**src/rtl/pc_fetch_unit.sv**
```systemverilog
// Program-counter and instruction-fetch sequencer: IDLE -> FETCH -> ISSUE -> NEXT -> FETCH.
// Latency: request in the cycle after reset release or after a PC load; instr_out registered on imem_ack.
// Backpressure: holds ISSUE until instr_ready, holds NEXT while stall or !npc_valid; PC_ALIGN_CHECK_EN halts on misaligned targets.
module pc_fetch_unit #(
    parameter logic [31:0] RESET_PC = 32'h0000_0000
) (
    input  logic        clk,
    input  logic        rst_n,
    input  logic [31:0] npc_in,
    input  logic        npc_valid,
    input  logic        stall,
    output logic        imem_req,
    output logic [31:0] imem_addr,
    input  logic        imem_ack,
    input  logic [31:0] imem_rdata,
    output logic [31:0] instr_out,
    output logic        instr_valid,
    input  logic        instr_ready,
    output logic [31:0] pc_out,
    output logic [31:0] pc_plus4,
    output logic [31:0] instr_count,
    output logic        misalign_err
);

    typedef enum logic [2:0] {
        IDLE  = 3'd0,
        FETCH = 3'd1,
        ISSUE = 3'd2,
        NEXT  = 3'd3,
        HALT  = 3'd4
    } state_t;

    state_t      state, state_nxt;
    logic [31:0] pc_q, pc_nxt;
    logic [31:0] instr_q, instr_nxt;
    logic [31:0] cnt_q, cnt_nxt;
    logic        err_q, err_nxt;
    logic        npc_take;

    // Stall has priority over a resolved next PC.
    assign npc_take = npc_valid && !stall;

    always_comb begin
        state_nxt   = state;
        pc_nxt      = pc_q;
        instr_nxt   = instr_q;
        cnt_nxt     = cnt_q;
        err_nxt     = err_q;
        imem_req    = 1'b0;
        instr_valid = 1'b0;
        case (state)
            IDLE: begin
                state_nxt = FETCH;
            end
            FETCH: begin
                imem_req = 1'b1;
                if (imem_ack) begin
                    instr_nxt = imem_rdata;
                    state_nxt = ISSUE;
                end
            end
            ISSUE: begin
                instr_valid = 1'b1;
                if (instr_ready) begin
                    cnt_nxt   = cnt_q + 32'd1;
                    state_nxt = NEXT;
                end
            end
            NEXT: begin
                if (npc_take) begin
`ifdef PC_ALIGN_CHECK_EN
                    if (npc_in[1:0] != 2'b00) begin
                        err_nxt   = 1'b1;
                        state_nxt = HALT;
                    end else begin
                        pc_nxt    = npc_in;
                        state_nxt = FETCH;
                    end
`else
                    pc_nxt    = {npc_in[31:2], 2'b00};
                    state_nxt = FETCH;
`endif
                end
            end
            HALT: begin
                state_nxt = HALT;
            end
            default: begin
                state_nxt = IDLE;
            end
        endcase
    end

    always_ff @(posedge clk or negedge rst_n) begin
        if (!rst_n) begin
            state   <= IDLE;
            pc_q    <= RESET_PC;
            instr_q <= 32'h0;
            cnt_q   <= 32'h0;
            err_q   <= 1'b0;
        end else begin
            state   <= state_nxt;
            pc_q    <= pc_nxt;
            instr_q <= instr_nxt;
            cnt_q   <= cnt_nxt;
            err_q   <= err_nxt;
        end
    end

`ifdef PC_ALIGN_CHECK_EN
    assign misalign_err = err_q;
`else
    // Without the check the target low bits are dropped, so the flag can never rise.
    logic unused_npc_lsb;
    assign unused_npc_lsb = ^{npc_in[1:0], err_q};
    assign misalign_err   = 1'b0;
`endif

    assign pc_out      = pc_q;
    assign imem_addr   = pc_q;
    assign pc_plus4    = pc_q + 32'd4;
    assign instr_out   = instr_q;
    assign instr_count = cnt_q;

endmodule
```
**config.mk**
```make
export PLATFORM = sky130hd
export DESIGN_NAME = pc_fetch_unit
export DESIGN_NICKNAME = d
export VERILOG_FILES = /design/src/rtl/pc_fetch_unit.sv
export SDC_FILE = /design/constraint.sdc
export NUM_CORES = 1
export LEC_CHECK = 0
export ABC_AREA = 1
export ABC_CLOCK_PERIOD_IN_PS = 2500
export BUFFER_PORTS_ARGS = -buffer_cell sky130_fd_sc_hd__buf_2
export CORE_MARGIN = 8
export CORE_UTILIZATION = 52
export CTS_CLUSTER_DIAMETER = 80
export DETAILED_ROUTE_END_ITERATION = 7
export PLACE_DENSITY_LB_ADDON = 0.12
export SYNTH_ARGS = -nofsm -noshare
export SYNTH_HDL_FRONTEND = slang
export SYNTH_SLANG_ARGS = --single-unit
export TNS_END_PERCENT = 10
```
**constraint.sdc**
```tcl
create_clock -name clk -period 2.5 [get_ports clk]
set_clock_uncertainty 0.05 [all_clocks]
set_input_delay 0.375 -clock clk [delete_from_list [all_inputs] [get_ports clk]]
set_output_delay 0.375 -clock clk [all_outputs]
set_load 0.005 [all_outputs]
```
==> flow_summary.ini <==
[critical_path]
crit_arrival_ps = 1940
worstPathMaxFanout = 6
cp.required_ps = 2080
worstReg2RegEnd = instr_count[20]
cp-end-kind = output pin
crit-reg2reg-launch = state[2]
reg2reg_depth = 8
crit_type = register to output pin
path_cells = ha_1, nand3_2, nor3_4, nand3_2, inv_2, nand2_1, nand2_1, nand2_1, buf_2
critical-path-max-stage-delay_ps = 430
cp_slowest_cell = dfrtp_2
cpMostUsedCell = nand2_1
worst-r2r-setup-slack_ps = 600
crit_path_start_kind = register

[final_layout]
diodes = 0
drive_gt1_share_pct = 40.3
fin_cells = 939
fin_area_um2 = 6680
fin_nets = 870
utilization_pct = 65.0
syn2layout_area_growth_pct = 22.4

[floorplan]
die_area_um2 = 14000
dieWidth_um = 118
io-pin-count = 233
die_y_um = 118
rows = 37
start_util_pct = 53.1
coreArea_um2 = 10300

[drt]
wirelength_mm = 15.1
drc = 0
antenna_left = 0
drt_iter0_markers = 223
firstDrtPassIters = 4
vias_per_cell = 4.96
wl_per_cell_um = 16.0
vias = 4660

[cts]
postCtsSetupBuffers = 0
cts.reportedPaths.clkPinSlew_ps = 100
clk_root_buffer_cell = clkbuf_8
cts_max_path_buffers = 2
clk_latency_ps = 360
clock-sinks = 97
tritoncts = yes
htreeDepth = 3
numCtsBuffers = 9

[yosys]
synthSimpleGateAreaFrac_pct = 24.1
synth-adder-area-share_pct = 0.459
synth_cell_type_count = 34
synth_ff_type = dfrtp_1
synth_edf_count = 0
synth_compound_area_share_pct = 1.74
synth-xor-area-share_pct = 6.58
synthArstFlopShare_pct = 100
ys_warn_count = 0
syn_inst = 598
synth.mux.area_fraction_pct = 12.6
synth_area_per_cell_um2 = 9.12
netlist_area_um2 = 5460
synth-seq-cells = 97
seq_area_frac_synth_pct = 44.5
synth_top_family_by_area = simple AND/OR/NAND/NOR gates

[placed_design]
dp.final_hpwl_mm = 12.1
place_congestion = 0.927
dp.cells = 922
place_area_um2 = 6470
io_buffers = 223

[worst_hold_path]
worstHoldPathCells = 2
min_to = imem_addr[6]
hold_class = input pin to register
hold_start = npc_in[6]

[global_route]
grt_use_total_pct = 21.1
grt_overflow_total = 0
grt_pass1_wl_mm = 24.2
antenna_found_initial = 1
grt_max_degree = 42
first_global_vias = 4875

[job]
maxCapViolations = 0

[pwr]
ir_drop_uv = 678
power.density_cell_area_nw_per_um2 = 1020
leakagePower_uw = 0.00346
finalPower_uw = 6780

[sta]
setup_viol = 0
period_share_pct = 94.7
maxSlewHeadroom_pct = 57.5
rsz0062_at_grt = yes
fin_crit_ps = 2370
tns_ps = 0
hold_viol = 0
slew_violations = 0
worstMarginPinSlew_ps = 636
max_freq_mhz = 422

[status]
status = completed
-- power breakdown --
group	internal, µW	switching [µW]	total (µW)	leakage [µW]
Sequential	2130	619	2750	0.00117
Clock	383	595	978	0.0000899
Combinational	1600	1460	3060	0.00221
-- cells in the final DEF, fill, tap and decap left out, drive strengths merged --
master	count
a21oi	12
dfrtp	97
nand3	29
nor3	14
nand4	13
ha	2
o21bai	1
dlygate4sd3	1
clkbuf	9
mux2	51
nor4	1
nand3b	7
xor2	24
nor2	85
clkinvlp	2
inv	53
o211ai	1
and3	1
conb	7
xnor2	17
clkinv	2
nand2	141
buf	229
o21ai	4
-- flip-flops by register name, summed over array words and instances, names as in the netlist --
signal / flops
state: 3
imem_addr: 30
instr_count: 32
instr_out: 32
-- kinds of logic after synthesis --
kind of cell / after synthesis
and+or+nand+nor: 291
other: 1
adders and majority gates: 2
muxes: 51
AOI/OAI and AO/OA: 18
buffers and inverters: 97
xor gates and xnor gates: 41
DFF: 97
-- how the worst max path moves through the flow --
stage | from | slack (ps) | depth (start not counted) | endpoint
2_1_floorplan | imem_addr[3] | 740 | 6 | pc_plus4[20]
4_1_cts | imem_addr[3] | 90 | 9 | pc_plus4[22]
6_report | imem_addr[3] | 130 | 9 | pc_plus4[22]
3_5_place_dp | imem_addr[3] | 500 | 9 | pc_plus4[22]
3_3_place_gp | imem_addr[3] | 520 | 9 | pc_plus4[22]
5_1_grt | imem_addr[3] | -20 | 9 | pc_plus4[22]
-- layer usage --
metal / track usage (%) / vias to the layer above / part of all wire, %
met5: 0 / - / 0.066
met1: 23.4 / 2175 / 39
met4: 7.04 / 2 / 2.1
met3: 7.38 / 26 / 8.1
li1: - / 2265 / -
met2: 37.0 / 192 / 50
-- area by class of cell --
| type | count | area [µm²] |
|---|---|---|
| clock buffer | 9 | 124 |
| clock inverter | 7 | 63.8 |
| fill | 925 | 3600 |
| inverter | 50 | 188 |
| multi-input combinational | 410 | 2510 |
| sequential | 97 | 2430 |
| tap | 136 | 170 |
| timing repair buffer | 230 | 1190 |
-- critical path: cells and delay by family, from the launching register on --
kind | cells | cell delay [ps]
buf+inv | 2 | 220
simple gates | 6 | 700
fa+ha+maj | 1 | 240
flops | 1 | 430
-- what timing repair did --
item,4_1_cts,5_1_grt
resized for setup,0,7
hold buffers,1,0
endpoints found under the setup margin,0,6
hold endpoints to repair,35,0
-- cell usage after synthesis (all sizes together) (2+ instances only) --
library cell,number,area [µm²]
a21oi,12,60.1
nand3,29,170
inv,50,188
nand4,13,81.3
buf,46,350
mux2,51,687
xor2,24,210
nand3b,7,52.6
o21ai,4,20.0
nand2,141,539
nor2,85,359
xnor2,17,149
nor3,14,101
ha,2,25.0
dfrtp,97,2430
-- per-stage QoR --
step | hold slack [ps] | setup WS [ps]
floorplan | 29.4 | 744
CTS | 153 | 85.9
finish | 176 | 133
global placement | 320 | 521
detailed placement | 324 | 502
global route | 140 | -16.8
Power figures use the tool's default switching activity.
